--- src/rtl/vd_frame_ctrl.sv ---
// vd_frame_ctrl: frame sequencer for the Viterbi decoder. It clears the decoder,
// loads one code symbol per slot, appends zero tail slots, drains the decoder
// and collects frame_len decoded bits, compensating for the decoder latency.
module vd_frame_ctrl #(
    parameter int unsigned WD_CODE    = 2,
    parameter int unsigned SYM_CYCLES = 8,
    parameter int unsigned CLR_CYCLES = 4,
    parameter int unsigned TAIL       = 8,
    parameter int unsigned DEC_LAT    = 32,
    parameter int unsigned LEN_W      = 16
) (
    input  logic               CLOCK,
    input  logic               Reset,
    input  logic               start,
    input  logic [LEN_W-1:0]   frame_len,
    input  logic               sym_valid,
    input  logic [WD_CODE-1:0] sym_code,
    output logic               sym_ready,
    output logic               dec_reset_n,
    output logic               dec_active,
    output logic [WD_CODE-1:0] dec_code,
    input  logic               dec_out,
    output logic               bit_valid,
    output logic               bit_out,
    output logic               busy,
    output logic               underrun,
    output logic               done
);

    localparam int unsigned PH_W  = (SYM_CYCLES > 1) ? $clog2(SYM_CYCLES) : 1;
    localparam int unsigned CLR_W = $clog2(CLR_CYCLES + 1);
    localparam int unsigned CNT_W = LEN_W + 7;
    localparam int unsigned EXTRA = (TAIL > DEC_LAT) ? TAIL : DEC_LAT;

    typedef enum logic [2:0] {
        S_IDLE,
        S_CLEAR,
        S_RUN,
        S_FLUSH,
        S_DRAIN
    } state_e;

    state_e             state_q, state_d;
    logic [PH_W-1:0]    ph_q, ph_d;
    logic [CLR_W-1:0]   clr_q, clr_d;
    logic [CNT_W-1:0]   bnd_q, bnd_d;
    logic [LEN_W-1:0]   len_q, len_d;
    logic [WD_CODE-1:0] code_q, code_d;
    logic               active_q, active_d;
    logic               rstn_q, rstn_d;
    logic               ready_q, ready_d;
    logic               bvalid_q, bvalid_d;
    logic               bout_q, bout_d;
    logic               busy_q, busy_d;
    logic               done_q, done_d;
    logic               is_bnd;
    logic [CNT_W-1:0]   j_end;

    // Next-state and registered-output logic; one boundary per symbol slot
    always_comb begin
        state_d  = state_q;
        ph_d     = ph_q;
        clr_d    = clr_q;
        bnd_d    = bnd_q;
        len_d    = len_q;
        code_d   = code_q;
        bout_d   = bout_q;
        bvalid_d = 1'b0;
        done_d   = 1'b0;
        is_bnd   = ((state_q == S_RUN) || (state_q == S_FLUSH) || (state_q == S_DRAIN))
                   && (ph_q == PH_W'(SYM_CYCLES - 1));
        j_end    = CNT_W'(len_q) + CNT_W'(EXTRA);

        case (state_q)
            S_IDLE: begin
                if (start) begin
                    len_d   = frame_len;
                    clr_d   = '0;
                    bnd_d   = '0;
                    state_d = S_CLEAR;
                end
            end
            S_CLEAR: begin
                if (clr_q == CLR_W'(CLR_CYCLES - 1)) begin
                    ph_d    = PH_W'(SYM_CYCLES - 1);
                    state_d = (len_q == '0) ? S_FLUSH : S_RUN;
                end else begin
                    clr_d = clr_q + 1'b1;
                end
            end
            default: begin
                ph_d = is_bnd ? '0 : ph_q + 1'b1;
                if (is_bnd) begin
                    bnd_d = bnd_q + CNT_W'(1);
                    // Boundary j captures the bit of symbol j-1-DEC_LAT
                    if ((bnd_q >= CNT_W'(DEC_LAT + 1)) &&
                        (bnd_q < CNT_W'(len_q) + CNT_W'(DEC_LAT + 1))) begin
                        bvalid_d = 1'b1;
                        bout_d   = dec_out;
                    end
                    if (bnd_q == j_end) begin
                        state_d = S_IDLE;
                        done_d  = 1'b1;
                        code_d  = '0;
                    end else if (state_q == S_RUN) begin
                        // A missing symbol still consumes its slot as a zero code
                        code_d = sym_valid ? sym_code : '0;
                        if (bnd_q + CNT_W'(1) == CNT_W'(len_q)) begin
                            state_d = S_FLUSH;
                        end
                    end else begin
                        code_d = '0;
                        if ((state_q == S_FLUSH) &&
                            (bnd_q + CNT_W'(1) >= CNT_W'(len_q) + CNT_W'(TAIL))) begin
                            state_d = S_DRAIN;
                        end
                    end
                end
            end
        endcase

        ready_d  = (state_d == S_RUN) && (ph_d == PH_W'(SYM_CYCLES - 1));
        active_d = ((state_d == S_RUN) || (state_d == S_FLUSH) || (state_d == S_DRAIN))
                   && (active_q || is_bnd);
        busy_d   = (state_d != S_IDLE);
        rstn_d   = (state_d != S_CLEAR);
    end

    // State and output registers with synchronous reset
    always_ff @(posedge CLOCK) begin
        if (Reset) begin
            state_q  <= S_IDLE;
            ph_q     <= '0;
            clr_q    <= '0;
            bnd_q    <= '0;
            len_q    <= '0;
            code_q   <= '0;
            active_q <= 1'b0;
            rstn_q   <= 1'b0;
            ready_q  <= 1'b0;
            bvalid_q <= 1'b0;
            bout_q   <= 1'b0;
            busy_q   <= 1'b0;
            done_q   <= 1'b0;
        end else begin
            state_q  <= state_d;
            ph_q     <= ph_d;
            clr_q    <= clr_d;
            bnd_q    <= bnd_d;
            len_q    <= len_d;
            code_q   <= code_d;
            active_q <= active_d;
            rstn_q   <= rstn_d;
            ready_q  <= ready_d;
            bvalid_q <= bvalid_d;
            bout_q   <= bout_d;
            busy_q   <= busy_d;
            done_q   <= done_d;
        end
    end

    assign sym_ready   = ready_q;
    assign dec_reset_n = rstn_q;
    assign dec_active  = active_q;
    assign dec_code    = code_q;
    assign bit_valid   = bvalid_q;
    assign bit_out     = bout_q;
    assign busy        = busy_q;
    assign done        = done_q;
    // Underrun flags the consuming slot itself, so it follows sym_valid directly
    assign underrun    = ready_q & ~sym_valid;

endmodule
--- config.mk ---
export PLATFORM = sky130hd
export DESIGN_NAME = vd_frame_ctrl
export DESIGN_NICKNAME = d
export VERILOG_FILES = /design/src/rtl/vd_frame_ctrl.sv
export SDC_FILE = /design/constraint.sdc
export NUM_CORES = 1
export LEC_CHECK = 0
export CAP_MARGIN = 25
export CORE_ASPECT_RATIO = 1.75
export CORE_MARGIN = 2
export CORE_UTILIZATION = 44
export DETAILED_ROUTE_END_ITERATION = 8
export DONT_BUFFER_PORTS = 1
export GPL_TIMING_DRIVEN = 0
export PLACE_DENSITY_LB_ADDON = 0.25
export SETUP_SLACK_MARGIN = 0.15
export SLEW_MARGIN = 20
export SYNTH_ARGS = -nofsm -noshare
export SYNTH_HDL_FRONTEND = slang
export SYNTH_SLANG_ARGS = --single-unit
--- constraint.sdc ---
create_clock -name CLOCK -period 5.4 [get_ports CLOCK]
set_input_delay 0.81 -clock CLOCK [delete_from_list [all_inputs] [get_ports CLOCK]]
set_output_delay 0.81 -clock CLOCK [all_outputs]
set_load 0.01 [all_outputs]
==> summary.json <==
{
  "synthCells": {"value": 661},
  "timing.critical_path.to_type": {"value": "flop"},
  "fin_setup_tns": {"value": 0, "unit": "ns"},
  "core": {"value": 0.0110, "unit": "mm²"},
  "critPathMaxStageDelay": {"value": 0.84, "unit": "ns"},
  "dp.final_hpwl": {"value": 13300, "unit": "µm"},
  "cellPowerDensity": {"value": 229, "unit": "mW/mm²"},
  "clkSinkCount": {"value": 57},
  "instances_no_fill": {"value": 808},
  "io_pins": {"value": 33},
  "diodes": {"value": 0},
  "place_inst": {"value": 793},
  "die-width": {"value": 83.7, "unit": "µm"},
  "grt_start_max_net_pins": {"value": 11},
  "peak_fanout_along_the_critical_path": {"value": 10},
  "final_util": {"value": 0.485},
  "finClkSkew": {"value": 0.00856, "unit": "ns"},
  "synth_enable_flop_cells": {"value": 0},
  "worstReg2RegStart": {"value": "bnd_q[0]"},
  "route.antenna.remaining_nets": {"value": 0},
  "seq_area_frac_synth": {"value": 0.233},
  "route.final.wire_length": {"value": 17100, "unit": "µm"},
  "static-leakage-power": {"value": 1.95, "unit": "nW"},
  "synth_area": {"value": 0.00489, "unit": "mm²"},
  "hold-worst-slack": {"value": 0.482, "unit": "ns"},
  "rr_endpoint": {"value": "sym_ready"},
  "worst_skew_pair.late_latency": {"value": 0.34, "unit": "ns"},
  "drt_iter0_drc": {"value": 406},
  "critical_path_depth": {"value": 14},
  "final.period_utilization": {"value": 0.916},
  "final_max_slew_viol_count": {"value": 0},
  "timing.hold.worst.class": {"value": "reg -> reg"},
  "route.vias.total": {"value": 5041},
  "drt_drc_violations_left": {"value": 0},
  "initial_core_util": {"value": 0.446},
  "cp_slowest_cell": {"value": "nor4_2"},
  "r2r_slack": {"value": 0.45, "unit": "ns"},
  "cts.path.max_buffers": {"value": 2},
  "timing.final.ws_setup": {"value": 0.452, "unit": "ns"},
  "ctsRootBufferMaster": {"value": "clkbuf_16"},
  "critPathKind": {"value": "reg -> reg"},
  "yosys.cell_types.count": {"value": 68},
  "global_route.overflow_total": {"value": 0},
  "syn_avg_cell_area": {"value": 7.40, "unit": "µm²"},
  "final-hold-violation-count": {"value": 0},
  "postCtsSetupRepairBufs": {"value": 0},
  "fill_cell_instance_count_of_the_final_layout": {"value": 1194},
  "flow.area_growth_from_synthesis": {"value": 8.80, "unit": "%"},
  "numCtsBuffers": {"value": 9},
  "dominant_register_cell_in_the_synthesized_netlist": {"value": "dfxtp_1"},
  "ctsResizeCount": {"value": 0},
  "die_area": {"value": 0.0120, "unit": "mm²"},
  "crit_arrival": {"value": 5.22, "unit": "ns"},
  "pre_cts_ws": {"value": 0.592, "unit": "ns"},
  "grt_pass1_vias": {"value": 5017},
  "setup.worst_path.end": {"value": "sym_ready"},
  "vdd.ir_drop.worst": {"value": 0.197, "unit": "mV"},
  "grt_pass1_wl": {"value": 26600, "unit": "µm"},
  "run_status": {"value": "completed"},
  "grt_antenna_before_repair": {"value": 0},
  "post_cts_hold_buffer_count": {"value": 0},
  "drv_cap": {"value": 0},
  "rsz0062_at_grt": {"value": "no"},
  "worst_setup_path_start_kind": {"value": "flop"},
  "avgRoutedWirePerCell": {"value": 21.1, "unit": "µm"},
  "drtPass1Iterations": {"value": 7},
  "fin_crit": {"value": 4.95, "unit": "ns"},
  "critical_path_required": {"value": 5.67, "unit": "ns"},
  "io_buffer_count": {"value": 0},
  "grt_util_all_layers": {"value": 0.288},
  "finalWeightedCongestion": {"value": 0.998},
  "clock_tree.htree_level_count": {"value": 3},
  "cts_tree": {"value": "built"},
  "finish.net_count": {"value": 737},
  "cpLargestDelayFamily": {"value": "simple AND/OR/NAND/NOR gates"},
  "timing.fmax": {"value": 0.202, "unit": "GHz"},
  "dieHeight": {"value": 143, "unit": "µm"},
  "worstMarginPinSlew": {"value": 1.02, "unit": "ns"},
  "fp-row-count": {"value": 51},
  "asyncSetResetFlopFracSynth": {"value": 0},
  "crit_chain": {"value": "ha_1 -> nand3_2 -> buf_1 -> nor4_2 -> and3_1 -> xnor2_1 -> ha_1 -> nand2_1 -> nor3_1 -> and4_1 -> a311o_1 -> o31ai_2 -> nor2b_1 -> and4_1"},
  "via_per_inst": {"value": 6.24},
  "worst_r2r_path_depth": {"value": 14},
  "final-setup-viol-count": {"value": 0},
  "critical_path.startpoint": {"value": "bnd_q[0]"},
  "synthesis.yosys.warnings": {"value": 0},
  "mappedNetlistNets": {"value": 726},
  "synth.ff_latch_count": {"value": 57},
  "timing.critical_path.buf_inv": {"value": 1},
  "clk_pin_slew": {"value": 0.06, "unit": "ns"},
  "drive_gt1_frac": {"value": 0.0621},
  "slew_headroom": {"value": 0.315}
}
-- through the flow --
step | instance area (µm²) | power [mW]
floorplan | 4890 | 0.626
global placement | 5060 | 0.694
detailed placement | 5060 | 0.699
CTS | 5320 | 1.22
global route | 5320 | 1.26
finish | 5320 | 1.22
-- synthesized netlist by cell type (all sizes together) (6+ instances only) --
cell    instances  area, µm²
xnor2          41        359
o21a            9       67.6
dfxtp          57       1140
nor3           25        130
nor4           17        119
nor2b           6       37.5
ha             42        526
a31oi           9       56.3
buf            15       76.3
a311oi          7       61.3
nand2b          6       37.5
xor2           20        175
nand4          17        119
nor2           63        236
inv            16       60.1
a21oi          45        225
o21ai          23        115
nand3          27        140
or3             7       43.8
and3            6       37.5
nand2          87        327
clkbuf         37        139
-- power by group --
| group | internal [mW] | switching (mW) | leakage (nW) |
|---|---|---|---|
| clock | 0.318 | 0.202 | 0.128 |
| sequential | 0.439 | 0.0145 | 0.463 |
| combinational | 0.0818 | 0.160 | 1.35 |
-- metal layers --
metal,vias up,track usage,wire [µm]
met4,0,0.205,1180
met1,2377,0.289,6080
li1,2408,-,-
met2,191,0.533,8860
met3,65,0.0482,948
met5,-,0,0
-- final cells by class --
cell class              count  area, µm²  share of cell area
multi-input cells         536       3480               0.653
flip-flops and latches     57       1140               0.214
clock buffers              12        246              0.0463
plain buffers              52        215              0.0404
well taps                 132        165              0.0310
inverters                  16       60.1              0.0113
clock inverters             3       17.5             0.00329
-- cells in the final DEF, fill, tap and decap left out, types with 4 or more instances in the layout --
cell type | netlist | routed
o21ai_0 | 21 | 21
and2_1 | 4 | 4
ha_1 | 42 | 42
dfxtp_1 | 57 | 57
a21o_1 | 4 | 4
nand3b_1 | 5 | 5
nor4_1 | 15 | 15
xnor2_1 | 41 | 41
clkbuf_1 | 37 | 39
buf_2 | 10 | 10
nor2_1 | 63 | 63
nand4_1 | 15 | 15
a21oi_1 | 45 | 45
and4_1 | 4 | 4
a211oi_1 | 4 | 4
nand2_1 | 87 | 87
xor2_1 | 20 | 20
and3_1 | 6 | 6
inv_1 | 16 | 16
a41oi_1 | 4 | 4
nand3_1 | 26 | 26
nand2b_1 | 6 | 6
mux2i_1 | 4 | 4
a311oi_1 | 7 | 7
o21a_1 | 9 | 9
clkbuf_16 | 0 | 9
a31oi_1 | 9 | 9
nor3_1 | 24 | 24
or3_1 | 7 | 7
nor2b_1 | 6 | 6
o22ai_1 | 4 | 4
-- how the worst min path moves through the flow --
stage	from	to	slack (ns)	depth (start not counted)
final	clr_q[1]	clr_q[1]	0.48	2
after global routing	clr_q[0]	clr_q[0]	0.52	2
after detailed placement	clr_q[1]	clr_q[1]	0.47	2
after global placement	clr_q[1]	clr_q[1]	0.46	2
after floorplan	clr_q[1]	clr_q[1]	0.45	2
after CTS	clr_q[1]	clr_q[1]	0.48	2
-- registers in the layout, summed over array words and instances, names as in the netlist --
name and count:
dec_reset_n 1, state_q 3, len_q 16, sym_ready 1, dec_active 1, bnd_q 23
clr_q 3, bit_valid 1, busy 1, done 1, bit_out 1, ph_q 3
dec_code 2
-- cell families (layout without fill, tap and decap cells) --
family	count (synthesis)	in the layout	share of synthesized area
buf+inv	68	83	0.0563
compound gates	137	137	0.184
simple gates	290	290	0.297
mux	6	6	0.0128
fa+ha+maj	42	42	0.107
flops	57	57	0.233
xor+xnor	61	61	0.109
-- worst min-delay path, delay by kind of cell (launching register included) --
kind | cells | cell delay, ns
AND/OR/NAND/NOR | 1 | 0.06
flip-flops | 1 | 0.31
AO/OA/AOI/OAI | 1 | 0.06
Note: power is estimated with default switching activity, not from simulation.
